<file path="src/rtl/sober_pkg.sv">
// Shared definitions for the Sobel pixel path: reader FSM encoding, pixel width
// and default frame geometry.
package sober_pkg;

    localparam int PIX_W     = 8;
    localparam int DEF_IMG_W = 256;
    localparam int DEF_IMG_H = 256;

    typedef enum logic [2:0] {
        IDLE      = 3'd0,
        ISSUE     = 3'd1,
        DRAIN     = 3'd2,
        WAIT_CORE = 3'd3,
        DONE      = 3'd4
    } rd_state_t;

    // Counter width for a range of n values, never narrower than one bit.
    function automatic int cnt_w(input int n);
        return (n > 1) ? $clog2(n) : 1;
    endfunction

endpackage

</file>
<file path="src/rtl/raster_addr_gen.sv">
// Raster-order col/row/linear address counters; one step per advance, clear wins.
// Address is a plain incrementing counter so no multiplier sits on the read path.
module raster_addr_gen
    import sober_pkg::*;
#(
    parameter int IMG_W  = DEF_IMG_W,
    parameter int IMG_H  = DEF_IMG_H,
    parameter int ADDR_W = 16
) (
    input  logic              clk,
    input  logic              rst_n,
    input  logic              clear,
    input  logic              advance,
    output logic [ADDR_W-1:0] addr,
    output logic              last
);

    localparam int COL_W = cnt_w(IMG_W);
    localparam int ROW_W = cnt_w(IMG_H);
    localparam logic [COL_W-1:0] COL_MAX = COL_W'(IMG_W - 1);
    localparam logic [ROW_W-1:0] ROW_MAX = ROW_W'(IMG_H - 1);

    logic [COL_W-1:0] col;
    logic [ROW_W-1:0] row;
    logic             col_wrap;

    assign col_wrap = (col == COL_MAX);
    assign last     = col_wrap && (row == ROW_MAX);

    always_ff @(posedge clk or negedge rst_n) begin
        if (!rst_n) begin
            addr <= '0;
            col  <= '0;
            row  <= '0;
        end else if (clear) begin
            addr <= '0;
            col  <= '0;
            row  <= '0;
        end else if (advance) begin
            // Wrap everything after the final pixel so the address never leaves the frame.
            addr <= last ? '0 : addr + 1'b1;
            if (col_wrap) begin
                col <= '0;
                row <= last ? '0 : row + 1'b1;
            end else begin
                col <= col + 1'b1;
            end
        end
    end

endmodule

</file>
<file path="src/rtl/image_stream_reader.sv">
// Reads one frame from a synchronous memory in raster order and streams it to the Sobel core;
// first pixel RD_LAT+1 cycles after the first read, STALL_I gates issue only (in-flight reads still emerge).
module image_stream_reader
    import sober_pkg::*;
#(
    parameter int IMG_W  = DEF_IMG_W,
    parameter int IMG_H  = DEF_IMG_H,
    parameter int ADDR_W = 16,
    parameter int RD_LAT = 1
) (
    input  logic              CLK,
    input  logic              RST_N,
    input  logic              START_I,
    input  logic              STALL_I,
    input  logic              CORE_DONE_I,
    output logic              MEM_RD_EN_O,
    output logic [ADDR_W-1:0] MEM_ADDR_O,
    input  logic [PIX_W-1:0]  MEM_DATA_I,
    output logic [PIX_W-1:0]  DATA_O,
    output logic              DATA_EN_O,
    output logic              CORE_RUN_O,
    output logic              BUSY_O,
    output logic              DONE_O
);

    rd_state_t         state;
    rd_state_t         state_nxt;
    logic [RD_LAT-1:0] vld_sr;
    logic              rd_en;
    logic              ag_clear;
    logic              last_pix;
    logic              pipe_empty;
    logic              tap;

    raster_addr_gen #(
        .IMG_W  (IMG_W),
        .IMG_H  (IMG_H),
        .ADDR_W (ADDR_W)
    ) u_addr_gen (
        .clk     (CLK),
        .rst_n   (RST_N),
        .clear   (ag_clear),
        .advance (rd_en),
        .addr    (MEM_ADDR_O),
        .last    (last_pix)
    );

    assign pipe_empty = (vld_sr == '0);
    assign tap        = vld_sr[RD_LAT-1];

    always_ff @(posedge CLK or negedge RST_N) begin
        if (!RST_N) begin
            state <= IDLE;
        end else begin
            state <= state_nxt;
        end
    end

    always_comb begin
        state_nxt = state;
        rd_en     = 1'b0;
        ag_clear  = 1'b0;
        case (state)
            IDLE: begin
                ag_clear = 1'b1;
                if (START_I) begin
                    state_nxt = ISSUE;
                end
            end
            ISSUE: begin
                // A stalled last read keeps us here until it actually goes out.
                if (!STALL_I) begin
                    rd_en = 1'b1;
                    if (last_pix) begin
                        state_nxt = DRAIN;
                    end
                end
            end
            DRAIN: begin
                if (pipe_empty) begin
                    state_nxt = WAIT_CORE;
                end
            end
            WAIT_CORE: begin
                if (CORE_DONE_I) begin
                    state_nxt = DONE;
                end
            end
            DONE: begin
                state_nxt = IDLE;
            end
            default: begin
                state_nxt = IDLE;
            end
        endcase
    end

    assign MEM_RD_EN_O = rd_en;
    assign BUSY_O      = (state == ISSUE) || (state == DRAIN) || (state == WAIT_CORE);
    assign CORE_RUN_O  = BUSY_O;
    assign DONE_O      = (state == DONE);

    // One valid bit per read in flight; the oldest bit lines up with MEM_DATA_I.
    generate
        if (RD_LAT == 1) begin : g_vld_lat1
            always_ff @(posedge CLK or negedge RST_N) begin
                if (!RST_N) begin
                    vld_sr <= '0;
                end else begin
                    vld_sr <= rd_en;
                end
            end
        end else begin : g_vld_latn
            always_ff @(posedge CLK or negedge RST_N) begin
                if (!RST_N) begin
                    vld_sr <= '0;
                end else begin
                    vld_sr <= {vld_sr[RD_LAT-2:0], rd_en};
                end
            end
        end
    endgenerate

    always_ff @(posedge CLK or negedge RST_N) begin
        if (!RST_N) begin
            DATA_O    <= '0;
            DATA_EN_O <= 1'b0;
        end else begin
            DATA_EN_O <= tap;
            if (tap) begin
                DATA_O <= MEM_DATA_I;
            end
        end
    end

endmodule

</file>
<file path="config.mk">
export PLATFORM = sky130hd
export DESIGN_NAME = image_stream_reader
export DESIGN_NICKNAME = d
export VERILOG_FILES = /design/src/rtl/sober_pkg.sv /design/src/rtl/raster_addr_gen.sv /design/src/rtl/image_stream_reader.sv
export SDC_FILE = /design/constraint.sdc
export NUM_CORES = 1
export LEC_CHECK = 0
export BUFFER_PORTS_ARGS = -buffer_cell sky130_fd_sc_hd__buf_2
export CELL_PAD_IN_SITES_DETAIL_PLACEMENT = 0
export CELL_PAD_IN_SITES_GLOBAL_PLACEMENT = 1
export CORE_MARGIN = 2
export CORE_UTILIZATION = 45
export CTS_CLUSTER_SIZE = 14
export DETAILED_ROUTE_END_ITERATION = 12
export GPL_ROUTABILITY_DRIVEN = 0
export HOLD_SLACK_MARGIN = 0.12
export PLACE_DENSITY = 0.8
export SYNTH_ARGS = -nofsm -noshare
export SYNTH_HDL_FRONTEND = slang
export SYNTH_HIERARCHICAL = 1
export SYNTH_SLANG_ARGS = --single-unit
</file>
<file path="constraint.sdc">
create_clock -name CLK -period 6.5 [get_ports CLK]
set_input_delay 0.65 -clock CLK [delete_from_list [all_inputs] [get_ports CLK]]
set_output_delay 0.65 -clock CLK [all_outputs]
set_load 0.01 [all_outputs]
</file>
## After elaboration in Yosys (flattened, before gate mapping)

Index checks and enable logic that the tools add are counted.
Widths: inputs -> output; s select.

| cells by class | value |
|---|---|
| mux-type cells | 19 |
| add/subtract/negate cells | 3 |
| equal/unequal tests | 11 |
| reductions and logical operators | 8 |

Operators with widths:

| cell | number |
|---|---|
| $mux 8 | 7 |
| $mux 16 | 3 |
| $add 16x1->16 const B | 1 |
| $add 8x1->8 const B | 2 |
| $eq 8x8->1 const B | 2 |
| $mux 3 | 5 |
| $pmux 3 s4 | 1 |
| $ne 2x2->1 const B | 4 |
| $eq 3x2->1 const B | 2 |
| $reduce_and 5->1 | 1 |
| $reduce_bool 2->1 | 2 |
| $eq 3x1->1 const B | 1 |
| $eq 3x3->1 const B | 1 |
| $logic_not 3->1 | 1 |
| $mux 1 | 3 |
| $logic_or 1x1->1 | 2 |
| $ne 2x1->1 const B | 1 |
| $reduce_and 2->1 | 1 |
| $logic_and 1x1->1 | 1 |

| word-level totals | value |
|---|---|
| register bits after elaboration | 45 |
| bits of input ports | 13 |

## Longest topological paths before layout

| logic depth | value |
|---|---|
| word-level depth | 6 |
| depth in mapped cells | 7 |
| depth with buffers taken out | 7 |

## Cells and area by module

Netlist, hierarchy kept.

By module, submodules not included:

| module | times used | cells an instance | area an instance (sq um) | sequential area each (sq um) |
|---|---|---|---|---|
| raster_addr_gen | 1 | 196 | 1762.9 | 800.8 |
| image_stream_reader | 1 | 40 | 535.5 | 325.3 |

## Least setup slack after synthesis

Ideal clock, no wire load.

| timing | value |
|---|---|
| path type | input -> register |
| from | input port STALL_I |
| to | register u_addr_gen.addr[14] |
| arrival | 2.437 ns |
| path slack | 3.985 ns |
| stages | 6 |
| required time | 6.423 ns |
| path through | nor3_1 > buf_2 > o21ai_1 > or4_1 > or3_1 > a21oi_1 |

| between the ends | value |
|---|---|
| cells in the longest elaborated chain, start to end | 3 |

RTL lines:

| item | RTL line | text |
|---|---|---|
| start: declaration | image_stream_reader.sv:14 | `input logic STALL_I,` |
| $mux 1 | image_stream_reader.sv:72 | `if (!STALL_I) begin` |
| $mux 1 | image_stream_reader.sv:63 | `case (state)` |
| $reduce_bool 2->1 (no source line) | n/a |  |
| end signal: assignment | raster_addr_gen.sv:41 | `addr <= last ? '0 : addr + 1'b1;` |
| end: declaration | raster_addr_gen.sv:14 | `output logic [ADDR_W-1:0] addr,` |

Every way passes these cells.
A chain may end at the register's enable or synchronous reset.

## Worst setup path in the final report

| timing | value |
|---|---|
| from | register state[2] |
| to | register u_addr_gen.addr[14] |

| between the ends | value |
|---|---|
| cells in the longest elaborated chain, start to end | 3 |
| elaborated cells on any way between the ends | 6 |

RTL lines:

| item | RTL line | text |
|---|---|---|
| start: declaration | image_stream_reader.sv:26 | `rd_state_t state;` |
| start signal: assignment | image_stream_reader.sv:55 | `state <= state_nxt;` |
| $eq 3x1->1 or $logic_not 3->1 (tied branches) | image_stream_reader.sv:63 |  |
| $mux 1 | image_stream_reader.sv:63 |  |
| $reduce_bool 2->1 (no source line) or $mux 16 (tied branches) | n/a |  |

Parallel ways exist; a longest one is shown, timed or not.

==> results_dict.tcl <==
set metrics [dict create \
    final_util 0.5270 \
    critPathLaunchType "flop" \
    setup_viol 0 \
    met1_usage 0.2413 \
    syn_avg_cell_area_um2 9.739 \
    use_met2 0.2899 \
    htreeDepth 2 \
    worst_pin_slew_ns 0.9991 \
    io_pins 42 \
    grt_max_degree 46 \
    synth-main-ff-cell "dfrtp_1" \
    timing.hold.ws_ns 0.5091 \
    core_area_mm2 0.005010 \
    synth_edf_count 0 \
    drv_slew 0 \
    max_slew_margin 0.3339 \
    setup_tns_ns 0 \
    first_pass_iters 4 \
    die_w_um 75.47 \
    ys_seq_area_frac 0.4899 \
    worstPathArrival_ns 2.56 \
    cap_violations 0 \
    post-place-ws_ns 3.995 \
    synthArstFlopShare 1.000 \
    vias_per_cell 5.298 \
    placed_area_mm2 0.002549 \
    die_height_um 75.47 \
    drt_iter0_drc 119 \
    synthCells 236 \
    crit_path_end_kind "flop" \
    vias 1833 \
    cts_setup_buffers 0 \
    hold_path_class "input pin to asynchronous set/reset pin" \
    ys_seq_elements 45 \
    ir_drop_mv 0.1871 \
    cts.repair.resized 0 \
    synth_warnings 6 \
    die_area_mm2 0.005696 \
    gr-max-usage-layer "met2" \
    grt_pass1_wl_mm 7.748 \
    port_buffers 41 \
    drc 0 \
    start_util 0.4588 \
    reg2reg_setup_slack_ns 4.17 \
    final_cells 346 \
    fin_crit_sh 0.3585 \
    status "complete, no violations" \
    drtAntennaViolNets 0 \
    crit_required_ns 6.73 \
    grt_remaining_overflow 0 \
    fmax_mhz 429.1 \
    fin_area_mm2 0.002640 \
    syn_nets 252 \
    rows 26 \
    grtUsageTotal 0.1778 \
    netlist_area_mm2 0.002298 \
    layout_min_cycle_time_ns 2.330 \
    cts_root_buffer "clkbuf_8" \
    leakage_nw 1.158 \
    power_density_mw_per_mm2 257.0 \
    layout_setup_ws_ns 4.170 \
    clkSinkCount 45 \
    routed_wl_mm 4.595 \
    insertion_delay_ns 0.30 \
    dp_hpwl_mm 3.149 \
    hold_viol_final 0 \
    rsz0062_at_grt "false" \
    grt_pass1_vias 1653 \
    grt_util_met3 0.03571 \
    hold_buffers 0 \
    wire_per_inst_um 13.28 \
    fin_nets 291 \
    clk_pin_slew_ns 0.09 \
    numCtsBuffers 5 \
    n_antenna_cell 0 \
    synth.distinct_cells 40 \
    antenna_found_initial 0 \
    area_delta_synth_final_pct 14.86 \
    total_power_mw 0.6786 \
    worst-path-max-fanout 20 \
    cts_buffer_depth 2 \
    dp.cells 338 \
    path_class "flop to flop" \
    drive_gt1_frac 0.2464 \
    fill_cells 496 \
    final.setup_skew_ns 0.009341 \
    cts_tree "built" \
]
==> cells by family (layout without fill, tap and decap cells) <==
| family | after synthesis | count (layout) | synth area share |
|---|---|---|---|
| AO/OA/AOI/OAI | 38 | 38 | 0.09853 |
| XOR/XNOR | 15 | 15 | 0.05716 |
| adder cells (fa/ha/maj) | 3 | 3 | 0.01633 |
| buffers and inverters | 20 | 60 | 0.04409 |
| flip-flops | 45 | 45 | 0.4899 |
| multiplexers | 9 | 9 | 0.04355 |
| AND/OR/NAND/NOR | 106 | 106 | 0.2504 |
==> area by class of cell <==
| type | instances | area (µm²) | share of cell area |
|---|---|---|---|
| sequential | 45 | 1126 | 0.4265 |
| multi-input combinational | 171 | 1081 | 0.4095 |
| timing repair buffer | 43 | 220.2 | 0.08341 |
| tap | 70 | 87.58 | 0.03318 |
| clock buffer | 5 | 68.82 | 0.02607 |
| inverter | 9 | 33.78 | 0.01280 |
| clock inverter | 3 | 22.52 | 0.008531 |
==> state kept, by name (all words and copies together) (netlist names) <==
signal           flops
u_addr_gen/addr     16
DATA_O               8
u_addr_gen/col       8
u_addr_gen/row       8
state                3
DATA_EN_O            1
tap                  1
==> cells in the mapped netlist, types with 2 or more instances <==
cell | n | area share
and2_1 | 2 | 0.0054
nand3b_1 | 3 | 0.0098
or2_2 | 2 | 0.0054
and4_1 | 3 | 0.011
nand2_1 | 16 | 0.026
nand2b_1 | 7 | 0.019
mux2_2 | 8 | 0.039
nor4_1 | 7 | 0.019
or4_1 | 4 | 0.013
buf_2 | 3 | 0.0065
nand4_1 | 11 | 0.030
a21oi_1 | 14 | 0.030
xnor2_1 | 10 | 0.038
xor2_1 | 5 | 0.019
ha_1 | 3 | 0.016
nand3_1 | 11 | 0.024
o31ai_1 | 2 | 0.0065
nor2_1 | 22 | 0.036
buf_4 | 4 | 0.013
nor3_1 | 8 | 0.017
or3_1 | 7 | 0.019
dfrtp_1 | 45 | 0.49
clkbuf_1 | 3 | 0.0049
o21ai_0 | 13 | 0.028
inv_1 | 8 | 0.013
==> power breakdown <==
part / switching, mW / internal, mW / total (mW)
registers: 0.0542 / 0.318 / 0.372
clock network: 0.0957 / 0.0763 / 0.172
logic: 0.0732 / 0.0614 / 0.135
total: 0.223 / 0.455 / 0.679
==> cells in the final DEF (no fill, tap or decap), types with 3 or more instances in the layout <==
master / instances
and4_1: 3
mux2_2: 8
nor2_1: 22
o21ai_0: 13
xnor2_1: 10
clkbuf_8: 5
nor4_1: 7
a21oi_1: 14
inv_1: 8
dfrtp_1: 45
nand2_1: 16
nand2b_1: 7
ha_1: 3
buf_2: 41
or3_1: 7
or4_1: 4
nand3_1: 11
nor3_1: 6
xor2_1: 5
nand3b_1: 3
nand4_1: 11
==> routing by layer <==
metal	wire (µm)	share of wire
met5	0	0
met2	2173	0.47
met4	23	0.0050
met1	2215	0.48
met3	182	0.040
==> worst paths after layout <==
path                       startpoint             endpoint  depth (start not counted)
min                             RST_N            DATA_O[0]                          1
max reg2reg                  state[2]  u_addr_gen/addr[14]                          7
max                          state[2]  u_addr_gen/addr[14]                          7
min in group CLK            DATA_O[3]            DATA_O[3]                          1
max in group asynchronous       RST_N    u_addr_gen/col[5]                          1
min reg2reg                 DATA_O[3]            DATA_O[3]                          1
==> worst max-delay path, cell delays in order, from the launching register on <==
cell and delay (ns):
dfrtp_1 0.44, nand2b_1 0.21, nor3_2 0.11, buf_4 0.23, o21ai_1 0.17, or4_1 0.59, or3_1 0.36, a21oi_1 0.15
Note: power is estimated with default switching activity, not from simulation.
